File: config.mk
export PLATFORM = sky130hd
export DESIGN_NAME = datapath
export DESIGN_NICKNAME = d
export VERILOG_FILES = /design/src/rtl/datapath_pkg.sv /design/src/rtl/datapath_reg32.sv /design/src/rtl/datapath.sv
export SDC_FILE = /design/constraint.sdc
export NUM_CORES = 2
export LEC_CHECK = 0
export ABC_CLOCK_PERIOD_IN_PS = 6900
export CORE_MARGIN = 2
export CORE_UTILIZATION = 25
export DETAILED_ROUTE_END_ITERATION = 8
export SLEW_MARGIN = 20
export SYNTH_ARGS = -nofsm -noshare
export SYNTH_HDL_FRONTEND = slang
export SYNTH_HIERARCHICAL = 1
export SYNTH_SLANG_ARGS = --single-unit
File: constraint.sdc
create_clock -name Clock -period 6.9 [get_ports Clock]
set_input_delay 1.035 -clock Clock [delete_from_list [all_inputs] [get_ports Clock]]
set_output_delay 1.035 -clock Clock [all_outputs]
set_load 0.01 [all_outputs]
File: src/rtl/datapath_pkg.sv
// Shared widths and bus-source encoder codes for the bus-based CPU datapath.
package datapath_pkg;

    localparam int unsigned WIDTH_DEFAULT = 32;
    localparam int unsigned ENC_W         = 5;
    localparam int unsigned NUM_GPR       = 16;
    localparam int unsigned NUM_SRC       = 24;
    localparam int unsigned NUM_CODES     = 32;

    localparam logic [ENC_W-1:0] SRC_R0     = 5'd0;
    localparam logic [ENC_W-1:0] SRC_HI     = 5'd16;
    localparam logic [ENC_W-1:0] SRC_LO     = 5'd17;
    localparam logic [ENC_W-1:0] SRC_ZHI    = 5'd18;
    localparam logic [ENC_W-1:0] SRC_ZLO    = 5'd19;
    localparam logic [ENC_W-1:0] SRC_PC     = 5'd20;
    localparam logic [ENC_W-1:0] SRC_MDR    = 5'd21;
    localparam logic [ENC_W-1:0] SRC_INPORT = 5'd22;
    localparam logic [ENC_W-1:0] SRC_Y      = 5'd23;
    localparam logic [ENC_W-1:0] SRC_NONE   = 5'd31;

endpackage

File: src/rtl/datapath_reg32.sv
// Async-clear, enable-load register used for every datapath register.
module reg32 #(
    parameter int unsigned W = 32
) (
    input  logic         clk,
    input  logic         rst_n,
    input  logic         en,
    input  logic [W-1:0] d,
    output logic [W-1:0] q
);

    always_ff @(posedge clk or negedge rst_n) begin
        if (!rst_n) begin
            q <= '0;
        end else if (en) begin
            q <= d;
        end
    end

endmodule

File: src/rtl/datapath.sv
// Bus-based CPU datapath: register file, source encoder, bus mux and small ALU.
// Optional signed multiply in the ALU when DATAPATH_MUL_EN is defined.
module datapath
    import datapath_pkg::*;
#(
    parameter int unsigned WIDTH = WIDTH_DEFAULT
) (
    input  logic             Clock,
    input  logic             R0in,  input logic R1in,  input logic R2in,  input logic R3in,
    input  logic             R4in,  input logic R5in,  input logic R6in,  input logic R7in,
    input  logic             R8in,  input logic R9in,  input logic R10in, input logic R11in,
    input  logic             R12in, input logic R13in, input logic R14in, input logic R15in,
    input  logic             HIin,
    input  logic             LOin,
    input  logic             PCin,
    input  logic             MDRin,
    input  logic             INPORTin,
    input  logic             Zin,
    input  logic             Yin,
    input  logic             MARin,
    input  logic             IRin,
    input  logic             AND,
    input  logic             R0out,  input logic R1out,  input logic R2out,  input logic R3out,
    input  logic             R4out,  input logic R5out,  input logic R6out,  input logic R7out,
    input  logic             R8out,  input logic R9out,  input logic R10out, input logic R11out,
    input  logic             R12out, input logic R13out, input logic R14out, input logic R15out,
    input  logic             HIout,
    input  logic             LOout,
    input  logic             ZHIout,
    input  logic             ZLOout,
    input  logic             PCout,
    input  logic             MDRout,
    input  logic             INPORTout,
    input  logic             Zout,
    input  logic             Yout,
    input  logic             Read,
    input  logic             IncPC,
`ifdef DATAPATH_MUL_EN
    input  logic             MUL,
`endif
    input  logic [WIDTH-1:0] Mdatain,
    output logic [WIDTH-1:0] busMuxOut,
    output logic [ENC_W-1:0] encoderOut,
    output logic [WIDTH-1:0] BusMuxInR0,  output logic [WIDTH-1:0] BusMuxInR1,
    output logic [WIDTH-1:0] BusMuxInR2,  output logic [WIDTH-1:0] BusMuxInR3,
    output logic [WIDTH-1:0] BusMuxInR4,  output logic [WIDTH-1:0] BusMuxInR5,
    output logic [WIDTH-1:0] BusMuxInR6,  output logic [WIDTH-1:0] BusMuxInR7,
    output logic [WIDTH-1:0] BusMuxInR8,  output logic [WIDTH-1:0] BusMuxInR9,
    output logic [WIDTH-1:0] BusMuxInR10, output logic [WIDTH-1:0] BusMuxInR11,
    output logic [WIDTH-1:0] BusMuxInR12, output logic [WIDTH-1:0] BusMuxInR13,
    output logic [WIDTH-1:0] BusMuxInR14, output logic [WIDTH-1:0] BusMuxInR15,
    output logic [WIDTH-1:0] BusMuxInHI,
    output logic [WIDTH-1:0] BusMuxInLO,
    output logic [WIDTH-1:0] BusMuxInZhi,
    output logic [WIDTH-1:0] BusMuxInZlo,
    output logic [WIDTH-1:0] BusMuxInPC,
    output logic [WIDTH-1:0] BusMuxInMDR,
    output logic [WIDTH-1:0] BusMuxInInport,
    output logic [WIDTH-1:0] BusMuxInY,
    input  logic             Resetn
);

    logic [NUM_GPR-1:0]   r_in;
    logic [NUM_GPR-1:0]   r_out;
    logic [NUM_SRC-1:0]   src_sel;
    logic [WIDTH-1:0]     r_q [NUM_GPR];
    logic [WIDTH-1:0]     src [NUM_CODES];
    logic [WIDTH-1:0]     hi_q, lo_q, pc_q, ir_q, mar_q, mdr_q, inport_q, y_q, zhi_q, zlo_q;
    logic [WIDTH-1:0]     mdr_d;
    logic [2*WIDTH-1:0]   alu_z;
    logic                 unused_regs;

    assign r_in  = {R15in, R14in, R13in, R12in, R11in, R10in, R9in, R8in,
                    R7in,  R6in,  R5in,  R4in,  R3in,  R2in,  R1in, R0in};
    assign r_out = {R15out, R14out, R13out, R12out, R11out, R10out, R9out, R8out,
                    R7out,  R6out,  R5out,  R4out,  R3out,  R2out,  R1out, R0out};

    // Bit position equals encoder code; Zout is an alias for the Z low half.
    assign src_sel = {Yout, INPORTout, MDRout, PCout, ZLOout | Zout, ZHIout, LOout, HIout, r_out};

    for (genvar g = 0; g < int'(NUM_GPR); g++) begin : g_gpr
        reg32 #(.W(WIDTH)) u_r (.clk(Clock), .rst_n(Resetn), .en(r_in[g]), .d(busMuxOut), .q(r_q[g]));
    end

    assign mdr_d = Read ? Mdatain : busMuxOut;

    reg32 #(.W(WIDTH)) u_hi     (.clk(Clock), .rst_n(Resetn), .en(HIin),     .d(busMuxOut),            .q(hi_q));
    reg32 #(.W(WIDTH)) u_lo     (.clk(Clock), .rst_n(Resetn), .en(LOin),     .d(busMuxOut),            .q(lo_q));
    reg32 #(.W(WIDTH)) u_pc     (.clk(Clock), .rst_n(Resetn), .en(PCin),     .d(busMuxOut),            .q(pc_q));
    reg32 #(.W(WIDTH)) u_ir     (.clk(Clock), .rst_n(Resetn), .en(IRin),     .d(busMuxOut),            .q(ir_q));
    reg32 #(.W(WIDTH)) u_mar    (.clk(Clock), .rst_n(Resetn), .en(MARin),    .d(busMuxOut),            .q(mar_q));
    reg32 #(.W(WIDTH)) u_mdr    (.clk(Clock), .rst_n(Resetn), .en(MDRin),    .d(mdr_d),                .q(mdr_q));
    reg32 #(.W(WIDTH)) u_inport (.clk(Clock), .rst_n(Resetn), .en(INPORTin), .d(busMuxOut),            .q(inport_q));
    reg32 #(.W(WIDTH)) u_y      (.clk(Clock), .rst_n(Resetn), .en(Yin),      .d(busMuxOut),            .q(y_q));
    reg32 #(.W(WIDTH)) u_zhi    (.clk(Clock), .rst_n(Resetn), .en(Zin),      .d(alu_z[2*WIDTH-1:WIDTH]), .q(zhi_q));
    reg32 #(.W(WIDTH)) u_zlo    (.clk(Clock), .rst_n(Resetn), .en(Zin),      .d(alu_z[WIDTH-1:0]),     .q(zlo_q));

    // IR and MAR feed the control unit / memory, which sit outside this slice.
    assign unused_regs = ^{ir_q, mar_q};

    // Priority encoder: scanning downward leaves the lowest active code.
    always_comb begin
        encoderOut = SRC_NONE;
        for (int i = int'(NUM_SRC) - 1; i >= 0; i--) begin
            if (src_sel[i]) begin
                encoderOut = ENC_W'(i);
            end
        end
    end

    // Unused codes (including SRC_NONE) read as zero, so an idle bus is 0.
    always_comb begin
        for (int i = 0; i < int'(NUM_CODES); i++) begin
            src[i] = '0;
        end
        for (int i = 0; i < int'(NUM_GPR); i++) begin
            src[int'(SRC_R0) + i] = r_q[i];
        end
        src[SRC_HI]     = hi_q;
        src[SRC_LO]     = lo_q;
        src[SRC_ZHI]    = zhi_q;
        src[SRC_ZLO]    = zlo_q;
        src[SRC_PC]     = pc_q;
        src[SRC_MDR]    = mdr_q;
        src[SRC_INPORT] = inport_q;
        src[SRC_Y]      = y_q;
    end

    assign busMuxOut = src[encoderOut];

`ifdef DATAPATH_MUL_EN
    logic signed [2*WIDTH-1:0] mul_a, mul_b;
    assign mul_a = {{WIDTH{y_q[WIDTH-1]}}, y_q};
    assign mul_b = {{WIDTH{busMuxOut[WIDTH-1]}}, busMuxOut};
`endif

    // ALU: A = Y, B = bus; IncPC uses B alone so PC+1 needs no Y load.
    always_comb begin
        alu_z = '0;
        if (IncPC) begin
            alu_z = {{WIDTH{1'b0}}, busMuxOut + WIDTH'(1)};
        end
`ifdef DATAPATH_MUL_EN
        else if (MUL) begin
            alu_z = (2*WIDTH)'(mul_a * mul_b);
        end
`endif
        else if (AND) begin
            alu_z = {{WIDTH{1'b0}}, y_q & busMuxOut};
        end else begin
            alu_z = {{WIDTH{1'b0}}, y_q - busMuxOut};
        end
    end

    assign BusMuxInR0  = r_q[0];  assign BusMuxInR1  = r_q[1];
    assign BusMuxInR2  = r_q[2];  assign BusMuxInR3  = r_q[3];
    assign BusMuxInR4  = r_q[4];  assign BusMuxInR5  = r_q[5];
    assign BusMuxInR6  = r_q[6];  assign BusMuxInR7  = r_q[7];
    assign BusMuxInR8  = r_q[8];  assign BusMuxInR9  = r_q[9];
    assign BusMuxInR10 = r_q[10]; assign BusMuxInR11 = r_q[11];
    assign BusMuxInR12 = r_q[12]; assign BusMuxInR13 = r_q[13];
    assign BusMuxInR14 = r_q[14]; assign BusMuxInR15 = r_q[15];
    assign BusMuxInHI     = hi_q;
    assign BusMuxInLO     = lo_q;
    assign BusMuxInZhi    = zhi_q;
    assign BusMuxInZlo    = zlo_q;
    assign BusMuxInPC     = pc_q;
    assign BusMuxInMDR    = mdr_q;
    assign BusMuxInInport = inport_q;
    assign BusMuxInY      = y_q;

endmodule

==> out/metrics.yaml <==
setup_path:
  path_max_fanout: 23
  critPathCaptureType: "primary output"
  worstPathRequired_ns: 5.86
  critical-path-top-delay-family: "buffers and inverters"
  setup.worst_path.class: "in2out"
  start_kind: "input port"
  critPathArrivalTime_ns: 5.68
  max_stage_delay_ns: 0.65
  path_buf_inv: 6
  slowest_stage: "or4_1"
  cp_common_cell: "buf_4"
  cp_cell_sequence: "clkdlybuf4s50_1 -> or4_1 -> a21oi_4 -> nand2_8 -> inv_8 -> buf_4 -> buf_4 -> mux2i_1 -> a211oi_1 -> a31oi_1 -> o221ai_2 -> buf_4 -> clkdlybuf4s50_1"
die:
  initial_core_util_pct: 25.1
  die_w_um: 425
  die_area_um2: 180000
  rows: 154
  core_um2: 176000
  io_pins: 892
  die_h_um: 425
logic_synthesis:
  synthFlopType: "dfrtp_1"
  synth_cell_types: 100
  synth_mux_area_share_pct: 29.1
  synthArstFlopShare_pct: 100
  ys_top_cells_by_area: "dfrtp_1 (43%), mux2_4 (24%), nand2_1 (4.4%)"
  synthSimpleGateAreaFrac_pct: 10.7
  synth_top_family_by_area: "multiplexers"
  ys_ff_latch: 768
  synthAdderAreaFrac_pct: 1.71
  synth-compound-area-share_pct: 7.36
  synth_top_area_cell: "dfrtp_1"
  syn_area_um2: 44300
  synthCells: 3574
  synth-edff-count: 0
  synth_xor_area_share_pct: 0.950
  ys_seq_area_share_pct: 43.4
  syn_avg_cell_area_um2: 12.4
  synth_top_area_share_pct: 43.4
  yosysWarnings: 6
sta:
  finalCritPeriodShare_pct: 97.3
  slew_viol_final: 0
  fin_skew_ns: 0.0439
  max_freq_mhz: 149
  period_needed_ns: 6.72
  relSlewSlack_pct: 19.5
  setup_viol: 0
  timing_hold_violations_final: 0
  tightest_slew_ns: 1.21
  hold_ws_ns: 0.390
routing:
  drt-initial-drc-count: 3344
  via_count: 35900
  drc: 0
  wl_per_cell_um: 31.3
  detail_route.first_pass.iterations: 6
  via_per_inst: 5.04
  totalWireLength_um: 224000
  drtAntennaViolNets: 0
cts:
  cts_made_buffers: 93
  cts_hold_buf: 0
  cts_tree: "yes"
  cts.sinks: 768
  clk_pin_slew_ns: 0.06
  clk_path_buf_depth: 3
  cts-root-buf: "clkbuf_16"
  cts.htree.levels: 3
  insertion_delay_ns: 0.76
run_status:
  status: "finished, final reports clean"
layout:
  top_register: "g_gpr.u_r/q"
  postLayoutCoreUtil_pct: 34.2
  final_area_um2: 60200
  largest_reg_flops: 512
  drive_gt1_share_pct: 30.3
  area_delta_synth_final_pct: 36.0
  final_nets: 4857
power:
  power_mw: 26.3
  ir_worst_vdd_mv: 0.279
  leakagePower_nw: 27.0
  power.density_nw_per_um2: 437
placement:
  dp_hpwl_um: 161000
  post_dp_cell_area_um2: 56700
  io_buffers: 889
  place_congestion: 0.897
global_route:
  grt_util_met1_pct: 31.1
  use_met2_pct: 37.8
  met3_usage_pct: 3.82
  grt.total_usage_pct: 24.0
  busiest_layer: "met2"
  overflow: 0
  grt_pass1_wl_um: 304000
  antenna_found_initial: 13
  grt_pass1_vias: 35800
  grt_max_degree: 159
job:
  cap_violations: 0
worst_hold_path:
  hold_path_class: "in2async"
==> worst paths after layout <==
path	start	endpoint	slack [ns]	cells past startpoint
setup / recovery	R11out	busMuxOut[23]	0.18	13
hold / removal	Resetn	g_gpr[12].u_r/q[7]$_DFFE_PN0P_	0.39	1
setup reg to reg	g_gpr[14].u_r/q[0]$_DFFE_PN0P_	u_zlo/q[18]$_DFFE_PN0P_	1.83	25
hold reg to reg	g_gpr[14].u_r/q[3]$_DFFE_PN0P_	g_gpr[14].u_r/q[3]$_DFFE_PN0P_	0.54	1
max in group asynchronous	Resetn	u_inport/q[26]$_DFFE_PN0P_	4.91	2
min in group Clock	g_gpr[14].u_r/q[3]$_DFFE_PN0P_	g_gpr[14].u_r/q[3]$_DFFE_PN0P_	0.54	1
==> cell usage after synthesis (all sizes together) (4+ instances only) <==
| master | count |
|---|---|
| ha | 59 |
| o32a | 7 |
| xnor2 | 41 |
| a221o | 6 |
| xor2 | 7 |
| a21oi | 74 |
| o21a | 6 |
| o22ai | 5 |
| o21ai | 59 |
| a221oi | 12 |
| mux2i | 105 |
| o211ai | 20 |
| o41ai | 4 |
| inv | 66 |
| a211o | 9 |
| a2111oi | 33 |
| mux2 | 805 |
| a31oi | 44 |
| a311oi | 35 |
| a211oi | 49 |
| o22a | 5 |
| nor2b | 8 |
| nand4 | 11 |
| buf | 217 |
| o221a | 4 |
| a21boi | 6 |
| or4 | 9 |
| and3 | 78 |
| o221ai | 9 |
| a21o | 11 |
| or2 | 4 |
| nor4 | 12 |
| nor2 | 76 |
| clkbuf | 46 |
| or3 | 10 |
| nand2 | 518 |
| nand2b | 10 |
| nand3 | 238 |
| a22o | 5 |
| o21bai | 13 |
| nor3b | 6 |
| nor3 | 27 |
| dfrtp | 768 |
==> worst reg2reg max path, cell delays in order, from the launching register on <==
cell and delay (ns):
dfrtp_1 0.43, and3_1 0.19, a2111oi_0 0.06, a211oi_1 0.26, a211o_1 0.25, a41o_1 0.27, ha_1 0.22, inv_1 0.07
fa_1 0.42, a21o_1 0.20, a21oi_1 0.19, nor2_1 0.06, o21bai_1 0.19, nor2_1 0.07, nor2_1 0.09, o22ai_1 0.14
a221oi_2 0.27, buf_4 0.16, a21boi_1 0.16, buf_4 0.15, nor3_1 0.08, o41a_1 0.34, xnor2_1 0.16, o21ai_1 0.07
a21boi_1 0.14, mux2_4 0.29
==> area by class of cell <==
class | instances | area [um^2]
clock buffer | 137 | 2860
multi-input combinational | 2508 | 22300
antenna | 4 | 10.0
clock inverter | 39 | 474
timing repair buffer | 1273 | 12100
tap | 2340 | 2930
inverter | 66 | 269
sequential | 768 | 19200
fill | 17600 | 116000
==> through the flow <==
| step | TNS (ns) | worst slack (ns) | instances |
|---|---|---|---|
| global route | -0.0857 | -0.0829 | 7133 |
| finish | 0 | 0.183 | 7135 |
| global placement | -18.26 | -1.26 | 6950 |
| detailed placement | -18.62 | -1.23 | 6950 |
| CTS | 0 | 0.0191 | 7130 |
| floorplan | 0 | 0.154 | 3605 |
==> per-layer routing <==
layer  part of all wire [%]  wire length, um  vias to the layer above
met5                      0                0                        -
met4                    6.5            14500                        0
met3                    6.1            13700                      476
met2                     46           102000                     1697
met1                     42            93200                    18600
li1                       -                -                    15100
==> cells by family (layout without fill, tap and decap cells) <==
logic type               after synthesis  after routing
AO/OA/AOI/OAI                        439            439
XOR/XNOR                              48             48
adder cells (fa/ha/maj)               60             60
buffers and inverters                329           1515
flip-flops                           768            768
multiplexers                         912            912
other                                  1             36
AND/OR/NAND/NOR                     1017           1017
==> where the power goes <==
part	switching, mW	internal, mW
clock network	2.23	3.15
logic	5.72	6.97
registers	2.03	6.19
==> cell usage in the layout (no fill, tap or decap), drive strengths merged, types with 32 or more instances in the layout <==
master | synthesis | routed
inv | 66 | 72
mux2 | 805 | 805
dfrtp | 768 | 768
nand3 | 238 | 238
o21ai | 59 | 59
mux2i | 105 | 105
clkbuf | 46 | 137
buf | 217 | 411
nor2 | 76 | 76
xnor2 | 41 | 41
a31oi | 44 | 44
a211oi | 49 | 49
a311oi | 35 | 35
and3 | 78 | 78
clkdlybuf4s50 | 0 | 862
a2111oi | 33 | 33
conb | 1 | 32
ha | 59 | 59
nand2 | 518 | 518
a21oi | 74 | 74
==> timing repair <==
action,CTS,global route
pin swaps,1,2
resized for setup,2,12
endpoints found under the setup margin,14,13
setup buffers,4,1
(Power assumes the default switching activity.)
